===== config.mk =====
export PLATFORM = sky130hd
export DESIGN_NAME = demux1to2_b32_buf
export DESIGN_NICKNAME = d
export VERILOG_FILES = /design/src/rtl/demux1to2_b32_buf.sv
export SDC_FILE = /design/constraint.sdc
export NUM_CORES = 1
export LEC_CHECK = 0
export BUFFER_PORTS_ARGS = -buffer_cell sky130_fd_sc_hd__buf_2
export CORE_MARGIN = 10
export CORE_UTILIZATION = 50
export CTS_CLUSTER_SIZE = 30
export DETAILED_ROUTE_END_ITERATION = 10
export HOLD_SLACK_MARGIN = 0.15
export PLACE_DENSITY = 0.73
export SLEW_MARGIN = 20
export SYNTH_ARGS = -nofsm -noshare
export SYNTH_HDL_FRONTEND = slang
export SYNTH_SLANG_ARGS = --single-unit

===== constraint.sdc =====
create_clock -name clk -period 5.35 [get_ports clk]
set_clock_uncertainty 0.1 [all_clocks]
set_input_delay 0.2675 -clock clk [delete_from_list [all_inputs] [get_ports clk]]
set_output_delay 0.2675 -clock clk [all_outputs]
set_load 0.005 [all_outputs]

===== src/rtl/demux1to2_b32_buf.sv =====
// Buffered 1-to-2 demultiplexer.
// One valid/ready input stream is steered word by word, using the select bit s,
// into one of two independent output FIFOs. Each FIFO drains under its own
// valid/ready handshake, so a stalled consumer never blocks the other port.
//
// Input acceptance depends only on the registered occupancy of the selected
// FIFO. The output-side ready signals are never consulted, so there is no
// combinational path from o*_ready to i_ready. An accepted word becomes
// visible on its output in the following cycle; there is no I-to-o bypass.
module demux1to2_b32_buf #(
    parameter int WIDTH = 32,
    parameter int DEPTH = 2
) (
    input  logic                       clk,
    input  logic                       rst,
    input  logic                       s,
    input  logic                       i_valid,
    output logic                       i_ready,
    input  logic [WIDTH-1:0]           I,
    output logic                       o0_valid,
    input  logic                       o0_ready,
    output logic [WIDTH-1:0]           o0,
    output logic                       o1_valid,
    input  logic                       o1_ready,
    output logic [WIDTH-1:0]           o1,
    output logic [$clog2(DEPTH+1)-1:0] cnt0,
    output logic [$clog2(DEPTH+1)-1:0] cnt1
);

    // Count width holds 0..DEPTH inclusive. The pointer width indexes
    // 0..DEPTH-1. Because DEPTH is a power of two, pointer overflow is the
    // mod-DEPTH wrap with no extra compare.
    localparam int CW = $clog2(DEPTH + 1);
    localparam int PW = $clog2(DEPTH);

    // Per-port views of the two FIFOs, gathered so the generate loop can build
    // both ports from a single description.
    logic [1:0]            not_full;
    logic [1:0]            has_data;
    logic [1:0]            out_ready;
    logic [1:0][CW-1:0]    occupancy;
    logic [1:0][WIDTH-1:0] head_word;

    assign out_ready = {o1_ready, o0_ready};

    // Acceptance is a function of the select and the selected FIFO's count only.
    assign i_ready = s ? not_full[1] : not_full[0];

    assign o0_valid = has_data[0];
    assign o1_valid = has_data[1];
    assign o0       = head_word[0];
    assign o1       = head_word[1];
    assign cnt0     = occupancy[0];
    assign cnt1     = occupancy[1];

    genvar gi;
    generate
        for (gi = 0; gi < 2; gi++) begin : g_port
            logic [WIDTH-1:0] mem_reg [DEPTH];
            logic [PW-1:0]    wr_ptr_reg;
            logic [PW-1:0]    wr_ptr_next;
            logic [PW-1:0]    rd_ptr_reg;
            logic [PW-1:0]    rd_ptr_next;
            logic [CW-1:0]    cnt_reg;
            logic [CW-1:0]    cnt_next;
            logic             sel_hit;
            logic             push;
            logic             pop;

            // This port is the destination of the word currently on I.
            assign sel_hit = (s == 1'(gi));

            assign not_full[gi]  = (cnt_reg != CW'(DEPTH));
            assign has_data[gi]  = (cnt_reg != '0);
            assign occupancy[gi] = cnt_reg;
            assign head_word[gi] = mem_reg[rd_ptr_reg];

            // A push needs this port selected and not full. A pop needs a
            // buffered word, so a ready consumer on an empty FIFO does nothing
            // and the count cannot underflow.
            assign push = i_valid & sel_hit & not_full[gi];
            assign pop  = has_data[gi] & out_ready[gi];

            // Next pointer and occupancy. A push and a pop in the same cycle
            // move both pointers but leave the count unchanged.
            always_comb begin
                wr_ptr_next = wr_ptr_reg;
                rd_ptr_next = rd_ptr_reg;
                cnt_next    = cnt_reg;
                if (push) begin
                    wr_ptr_next = wr_ptr_reg + 1'b1;
                end
                if (pop) begin
                    rd_ptr_next = rd_ptr_reg + 1'b1;
                end
                case ({push, pop})
                    2'b10:   cnt_next = cnt_reg + 1'b1;
                    2'b01:   cnt_next = cnt_reg - 1'b1;
                    default: cnt_next = cnt_reg;
                endcase
            end

            // Pointer and count registers. Reset drops every buffered word and
            // takes priority over any handshake seen in the same cycle.
            always_ff @(posedge clk) begin
                if (rst) begin
                    wr_ptr_reg <= '0;
                    rd_ptr_reg <= '0;
                    cnt_reg    <= '0;
                end else begin
                    wr_ptr_reg <= wr_ptr_next;
                    rd_ptr_reg <= rd_ptr_next;
                    cnt_reg    <= cnt_next;
                end
            end

            // Storage. It is cleared on reset so that the head outputs read
            // zero afterwards. Because of that clear, the array becomes
            // registers rather than block RAM; at this depth that is cheap.
            always_ff @(posedge clk) begin
                if (rst) begin
                    for (int k = 0; k < DEPTH; k++) begin
                        mem_reg[k] <= '0;
                    end
                end else if (push) begin
                    mem_reg[wr_ptr_reg] <= I;
                end
            end
        end
    endgenerate

endmodule


==> results.json, run 1 <==
{
  "outcome": "finished clean",
  "die_w_microns": 130,
  "ctsHoldBuffers": 33,
  "fillCellCount": 890,
  "fin_crit_sh": 0.535,
  "yosysWarnings": 0,
  "timing.critical_path.arrival_ns": 2.79,
  "drtPass1Iterations": 4,
  "holdWs_ns": 0.211,
  "cts_sinks": 138,
  "area_growth_pct": 26.6,
  "nNetsFinal": 576,
  "total_leakage_power_nw": 3.15,
  "netlist_area_sq_mm": 0.00602,
  "cts_setup_buffers": 0,
  "gp_congestion": 0.748,
  "hold_violations": 0,
  "multi_input_area_sq_mm": 0.00190,
  "synth-edff-count": 128,
  "io_pins": 109,
  "numCtsBuffers": 17,
  "cp-start-kind": "primary input",
  "ys_types": 28,
  "track_usage": 0.159,
  "ctsLongestPathBuffers": 2,
  "drive_gt1_frac": 0.386,
  "worst_path_largest_cell_delay_ns": 0.80,
  "wl_mm": 13.0,
  "vias": 3542,
  "cp_max_fo": 33,
  "dieArea_sq_mm": 0.0168,
  "postLayoutCellArea_sq_mm": 0.00762,
  "crit_path_end_kind": "flop",
  "cp-endpoint": "g_port[1].mem_reg[1][1]",
  "largest_reg_flops": 128,
  "cts_tree": "done",
  "setup_viol": 0,
  "grt_max_degree": 34,
  "total_power_mw": 3.11,
  "setup_tns_ns": 0,
  "routed_via_density": 5.07,
  "ys_ff_latch": 138,
  "r2r-end": "g_port[1].mem_reg[1][1]",
  "reg2regPathDepth": 3,
  "finalMaxSlewViolations": 0,
  "seqCellArea_sq_mm": 0.00405,
  "coreArea_sq_mm": 0.0119,
  "r2r-start": "cnt1[0]",
  "slowest_stage": "or2_2",
  "synth_seq_area_share": 0.672,
  "slew_headroom": 0.292,
  "antenna_found_initial": 1,
  "cts_root_buf": "clkbuf_16",
  "remaining_drc_errors": 0,
  "final_cell_mix": "and2_1 (128), edfxtp_1 (128), buf_2 (108)",
  "startpoint": "rst",
  "cap_violations": 0,
  "fmax_mhz": 349,
  "ir_drop_uv": 222,
  "cts.repair.resized": 0,
  "ant_nets": 0,
  "clkTransAtPathRegs_ns": 0.06,
  "rsz0062_at_grt": "false",
  "grt_pass1_wl_mm": 20.3,
  "h-tree-depth": 4,
  "synth_flop_cell": "edfxtp_1",
  "power_density_mw_per_mm2": 408,
  "holdPathStages": 4,
  "clock_latency_ns": 0.41,
  "rows": 40,
  "cp.required_ns": 5.27,
  "synth-async-reset-ratio": 0,
  "port_buffers": 108,
  "layout_min_cycle_time_ns": 2.86,
  "initial_utilization": 0.505,
  "wl_per_cell_microns": 18.6,
  "placed_area_sq_mm": 0.00669,
  "critical_path_class": "in -> reg",
  "syn_nets": 433,
  "tightest_slew_ns": 1.06,
  "rrSetupSlack_ns": 2.74,
  "hold_path.class": "in -> reg",
  "syn_avg_cell_area_sq_um": 15.3,
  "fp.dieH_microns": 130,
  "grt_overflow_total": 0,
  "grt_pass1_vias": 3863,
  "hpwl_mm": 7.97,
  "drt_iter0_markers": 191,
  "cp_cell_sequence": "dlygate4sd3_1 > buf_2 > nand2b_4 > and4bb_2 > or2_2",
  "synth_cells": 393
}
[where the power goes]
group / internal, mW / leakage, nW / total [mW] / switching, mW
clock: 0.722 / 0.281 / 1.13 / 0.410
combinational: 0.332 / 1.44 / 0.577 / 0.245
sequential: 1.29 / 1.42 / 1.40 / 0.115
[critical path: cells and delay by family]
kind,cells,cell delay [ns]
buffers and inverters,2,0.72
and+or+nand+nor,3,1.76
[routing by layer]
layer  wire length [microns]  vias up  track usage
met5                       0        -            0
met4                     123        0       0.0589
met3                     788       11       0.0515
met2                    6520       83        0.266
met1                    5540     1756        0.188
li1                        -     1692            -
[synth_stat cells (4+ instances only)]
cell type  instances  area share
buf_2             15       0.012
and2_1           128        0.13
or2_2              4      0.0042
dfxtp_1           10       0.033
xnor2_1            4      0.0058
edfxtp_1         128        0.64
nor2_1             6      0.0037
mux2_1             4      0.0075
clkbuf_1           5      0.0031
mux2_2            60        0.11
[final cells by class]
cell class / count / share of cell area
Antenna cell: 2 / 0.000657
Clock buffer: 20 / 0.0573
Clock inverter: 12 / 0.0171
Multi-Input combinational cell: 234 / 0.249
Sequential cell: 138 / 0.531
Tap cell: 147 / 0.0241
Timing Repair Buffer: 145 / 0.121
[worst min-delay path by stage]
stage                              start                       to  slack, ns
detailed placement  g_port[0].rd_ptr_reg     g_port[0].rd_ptr_reg       0.42
CTS                             o0_ready     g_port[0].rd_ptr_reg       0.20
floorplan                           I[0]  g_port[0].mem_reg[0][0]       0.37
finish                          o0_ready     g_port[0].rd_ptr_reg       0.21
global placement    g_port[1].rd_ptr_reg     g_port[1].rd_ptr_reg       0.40
global route                    o0_ready     g_port[0].rd_ptr_reg       0.23
[logic make-up after synthesis]
group / share of synthesized area
AOI/OAI and AO/OA: 0.0108
DFF: 0.672
adders and majority gates: 0.00416
and+or+nand+nor: 0.167
xor gates and xnor gates: 0.00873
buffers and inverters: 0.0164
muxes: 0.121
[metrics by stage]
stage / std cells / setup slack, ns / utilization
final: 698 / 2.49 / 0.640
after global routing: 697 / 2.33 / 0.640
after CTS: 695 / 2.14 / 0.637
after detailed placement: 630 / 2.27 / 0.562
after global placement: 630 / 2.42 / 0.562
after floorplan: 393 / 2.34 / -
No activity file was read; power rests on OpenSTA's default activity.
==> inputs of run 2 (changes only) <==
clock period = 2.95 ns   (was 5.35 ns; I/O delays follow)
==> results.json, run 2 (synthesis gave the netlist of run 1 again) <==
{
  "drt_iter0_markers": 246,
  "power_density_mw_per_mm2": 746,
  "ctsLongestPathBuffers": 2,
  "clock_latency_ns": 0.42,
  "drtPass1Iterations": 4,
  "fillCellCount": 877,
  "numCtsBuffers": 17,
  "coreArea_sq_mm": 0.0119,
  "hold_violations": 0,
  "remaining_drc_errors": 0,
  "cp-endpoint": "g_port[1].mem_reg[1][15]",
  "outcome": "finished clean",
  "drive_gt1_frac": 0.395,
  "multi_input_area_sq_mm": 0.00190,
  "cts_tree": "done",
  "io_pins": 109,
  "path_buf_inv": 2,
  "critical-path-top-delay-family": "simple AND/OR/NAND/NOR gates",
  "layout_min_cycle_time_ns": 2.17,
  "startpoint": "rst",
  "wl_per_cell_microns": 18.6,
  "final_cell_mix": "and2_1 (128), edfxtp_1 (128), buf_2 (108)",
  "nNetsFinal": 581,
  "fp.dieH_microns": 130,
  "ir_drop_uv": 479,
  "total_leakage_power_nw": 3.17,
  "slowest_stage": "or2_2",
  "timing.critical_path.arrival_ns": 2.10,
  "area_growth_pct": 27.5,
  "setup_viol": 0,
  "die_w_microns": 130,
  "crit_path_end_kind": "flop",
  "setup_tns_ns": 0,
  "dp_slack_ns": 0.867,
  "r2r-start": "cnt1[0]",
  "grt_max_degree": 34,
  "postLayoutCellArea_sq_mm": 0.00767,
  "cap_violations": 0,
  "initial_utilization": 0.505,
  "worst_path_largest_cell_delay_ns": 0.73,
  "r2r-end": "g_port[1].mem_reg[1][15]",
  "cp.depth": 5,
  "finalMaxSlewViolations": 0,
  "dp.cells": 633,
  "dieArea_sq_mm": 0.0168,
  "cp_cell_sequence": "dlygate4sd3_1 > buf_2 > nand2b_4 > and4bb_1 > or2_2",
  "reg2regPathDepth": 3,
  "hpwl_mm": 8.01,
  "fmax_mhz": 461,
  "gp_congestion": 0.742,
  "cts_root_buf": "clkbuf_16",
  "vias": 3567,
  "hold_path.class": "in -> reg",
  "routed_via_density": 5.09,
  "placed_area_sq_mm": 0.00671,
  "cp.required_ns": 2.88,
  "wl_mm": 13.0,
  "rrSetupSlack_ns": 0.90,
  "grt_pass1_wl_mm": 21.1,
  "antenna_found_initial": 0,
  "clkTransAtPathRegs_ns": 0.06,
  "grt_pass1_vias": 4012,
  "cts_setup_buffers": 0,
  "rows": 40,
  "slew_headroom": 0.387,
  "critical_path_class": "in -> reg",
  "cts_sinks": 138,
  "cp-start-kind": "primary input",
  "ant_nets": 0,
  "port_buffers": 108,
  "total_power_mw": 5.72,
  "finalNonFillerCells": 701,
  "track_usage": 0.164,
  "fin_crit_sh": 0.735,
  "cp_max_fo": 32,
  "h-tree-depth": 4,
  "tightest_slew_ns": 0.920,
  "diodes": 0,
  "seqCellArea_sq_mm": 0.00405,
  "largest_reg_flops": 128,
  "rsz0062_at_grt": "false",
  "worst_slack_ns": 0.781,
  "grt_overflow_total": 0
}
==> run 2: power by group <==
group	leakage [nW]	internal [mW]	switching, mW
logic	1.46	0.601	0.441
registers	1.42	2.34	0.210
clock network	0.287	1.33	0.808
==> run 2: final cells by class <==
| type | count | area share |
|---|---|---|
| tap | 147 | 0.0240 |
| timing repair buffer | 150 | 0.123 |
| clock buffer | 17 | 0.0554 |
| multi-input combinational | 234 | 0.247 |
| sequential | 138 | 0.527 |
| clock inverter | 15 | 0.0228 |
==> run 2: tightest hold or removal path: cells and delay by family <==
| kind | cells | cell delay [ns] |
|---|---|---|
| AO/OA/AOI/OAI | 1 | 0.14 |
| buffers and inverters | 1 | 0.16 |
| AND/OR/NAND/NOR | 1 | 0.20 |
==> run 2: through the flow <==
step                hold slack (ns)  utilization
floorplan                     0.246            -
global placement              0.357        0.564
detailed placement            0.365        0.564
CTS                           0.150        0.644
global route                  0.175        0.644
finish                        0.171        0.644
==> run 2: how the worst min path moves through the flow <==
stage          cells after the start                        to   from  slack, ns
2_1_floorplan                      1   g_port[0].mem_reg[0][0]   I[0]       0.25
4_1_cts                            3      g_port[1].wr_ptr_reg      s       0.15
6_report                           3      g_port[1].wr_ptr_reg      s       0.17
3_5_place_dp                       2  g_port[0].mem_reg[1][24]  I[24]       0.37
3_3_place_gp                       2   g_port[1].mem_reg[0][0]   I[0]       0.36
5_1_grt                            3      g_port[1].wr_ptr_reg      s       0.17
==> run 2: timing repair <==
action	CTS	global route
endpoints found under the hold margin	138	0
hold buffers	36	0
gates resized for setup	0	0
==> run 2: per-layer routing <==
layer,vias to the layer above,part of all wire,track usage
met2,97,0.52,0.279
met5,-,0,0
met1,1756,0.41,0.190
li1,1697,-,-
met3,17,0.061,0.0572
met4,0,0.015,0.0556
==> inputs of run 3 (changes only) <==
ABC_AREA = 1   (was unset)
clock period = 2.24 ns   (was 2.95 ns; I/O delays follow)
==> results.json, run 3 <==
{
  "final_cell_mix": "nor2_1 (141), edfxtp_1 (128), buf_2 (108)",
  "gp_congestion": 0.762,
  "grt_pass1_wl_mm": 21.2,
  "outcome": "finished clean",
  "critical_path_class": "in -> reg",
  "synth_top_area_cell": "edfxtp_1",
  "ys_types": 19,
  "routed_via_density": 5.08,
  "setup_tns_ns": 0,
  "wl_per_cell_microns": 17.6,
  "netlist_area_sq_mm": 0.00584,
  "power_density_mw_per_mm2": 866,
  "postLayoutCellArea_sq_mm": 0.00747,
  "clkTransAtPathRegs_ns": 0.06,
  "grt_pass1_vias": 4175,
  "ys_top_cells_by_count": "nor2_1 (141), edfxtp_1 (128), mux2_2 (61)",
  "synth_flop_cell": "edfxtp_1",
  "placed_area_sq_mm": 0.00657,
  "area_growth_pct": 28.0,
  "hpwl_mm": 8.53,
  "drtPass1Iterations": 4,
  "syn_nets": 495,
  "fp.dieH_microns": 128,
  "cp-start-kind": "primary input",
  "ant_nets": 0,
  "yosysWarnings": 0,
  "ctsHoldBuffers": 37,
  "cts.repair.resized": 0,
  "seqCellArea_sq_mm": 0.00405,
  "grt_overflow_total": 0,
  "holdWs_ns": 0.177,
  "tightest_slew_ns": 0.478,
  "synth-async-reset-ratio": 0,
  "multi_input_area_sq_mm": 0.00149,
  "die_w_microns": 128,
  "coreArea_sq_mm": 0.0114,
  "drt_iter0_markers": 262,
  "drive_gt1_frac": 0.367,
  "dieArea_sq_mm": 0.0164,
  "nNetsFinal": 651,
  "cts_sinks": 138,
  "clock_latency_ns": 0.42,
  "timing.critical_path.arrival_ns": 2.14,
  "dp_slack_ns": 0.494,
  "largest_reg_flops": 128,
  "fin_crit_sh": 0.933,
  "remaining_drc_errors": 0,
  "diodes": 0,
  "synth.area.top_cells": "edfxtp_1 (66%), mux2_2 (12%), nor2_1 (9.1%)",
  "cap_violations": 0,
  "slowest_stage": "dlygate4sd3_1",
  "synth_top_area_frac": 0.658,
  "synth_most_common_cell": "nor2_1",
  "worst_path_largest_cell_delay_ns": 0.55,
  "crit_path_end_kind": "flop",
  "synth-edff-count": 128,
  "synth_seq_area_share": 0.692,
  "fillCellCount": 838,
  "wl_mm": 13.5,
  "antenna_found_initial": 0,
  "layout_commonest_cell": "nor2_1",
  "io_pins": 109,
  "setup_viol": 0,
  "synth_cells": 455,
  "total_leakage_power_nw": 3.31,
  "h-tree-depth": 4,
  "cts_tree": "done",
  "rows": 39,
  "hold_violations": 0,
  "cp_max_fo": 32,
  "grt_max_degree": 34,
  "numCtsBuffers": 17,
  "hold_path.class": "in -> reg",
  "track_usage": 0.168,
  "port_buffers": 108,
  "vias": 3896,
  "worst_slack_ns": 0.151,
  "syn_avg_cell_area_sq_um": 12.8,
  "rsz0062_at_grt": "false",
  "initial_utilization": 0.512,
  "cp.required_ns": 2.29,
  "ys_ff_latch": 138,
  "ctsLongestPathBuffers": 2,
  "cts_setup_buffers": 0,
  "layout_min_cycle_time_ns": 2.09,
  "slew_headroom": 0.679,
  "cp_cell_sequence": "dlygate4sd3_1 > buf_2 > inv_1 > nor2_1 > dlygate4sd3_1 > nand2_1 > nor2_2 > nand2_2 > buf_4 > nor2_1",
  "ir_drop_uv": 519,
  "finalMaxSlewViolations": 0,
  "fmax_mhz": 479,
  "cts_root_buf": "clkbuf_16"
}
==> run 3: cell types whose count changed after synthesis, moves of 3 or more <==
| cell | before | now |
|---|---|---|
| nand4_1 | 0 | 4 |
| nand2_1 | 0 | 21 |
| xnor2_1 | 4 | 0 |
| nor2_1 | 6 | 141 |
| and2_1 | 128 | 0 |
| clkbuf_1 | 5 | 2 |
| nor2_2 | 0 | 4 |
| inv_1 | 0 | 44 |
| buf_6 | 0 | 6 |
| or2_2 | 4 | 0 |
| nand2_2 | 0 | 4 |
==> run 3: worst max-delay path, delay by kind of cell <==
| kind | cells | cell delay, ns |
|---|---|---|
| buffers and inverters | 5 | 1.62 |
| and+or+nand+nor | 5 | 0.39 |
==> run 3: cell type report <==
type | instances | share of cell area
multi-input combinational | 249 | 0.199
timing repair buffer | 158 | 0.140
tap | 143 | 0.0239
clock inverter | 13 | 0.0124
inverter | 47 | 0.0236
clock buffer | 19 | 0.0593
sequential | 138 | 0.541
==> run 3: cells by family after synthesis <==
| kind of cell | share of synthesized area |
|---|---|
| multiplexers | 0.125 |
| adder cells (fa/ha/maj) | 0.00428 |
| AO/OA/AOI/OAI | 0.00514 |
| AND/OR/NAND/NOR | 0.119 |
| flip-flops | 0.692 |
| buffers and inverters | 0.0542 |
==> run 3: report_power, final <==
part / switching, mW / internal [mW] / total, mW / leakage (nW)
clock network: 1.07 / 1.45 / 2.52 / 0.273
registers: 0.0901 / 2.99 / 3.08 / 1.41
logic: 0.449 / 0.430 / 0.879 / 1.62
==> run 3: worst paths after layout <==
check / cells past startpoint / end / slack [ns] / startpoint
worst max-delay path: 10 / g_port[0].mem_reg[0][22] / 0.15 / i_valid
worst min-delay path: 4 / cnt1[1] / 0.18 / rst
worst max register to register: 7 / g_port[1].mem_reg[0][19] / 0.47 / cnt1[0]
worst min register to register: 2 / g_port[1].wr_ptr_reg / 0.41 / g_port[1].wr_ptr_reg
==> run 3: per-layer routing <==
metal,vias up,track usage,part of all wire
li1,1845,-,-
met1,1911,0.190,0.40
met2,127,0.287,0.52
met3,13,0.0583,0.075
met4,0,0.0656,0.012
met5,-,0,0
==> run 3: per-stage QoR <==
stage / cells / utilization / power, mW
floorplan: 455 / - / 3.59
global placement: 698 / 0.575 / 3.93
detailed placement: 698 / 0.575 / 3.97
CTS: 767 / 0.655 / 6.51
global route: 767 / 0.655 / 6.74
finish: 767 / 0.655 / 6.47
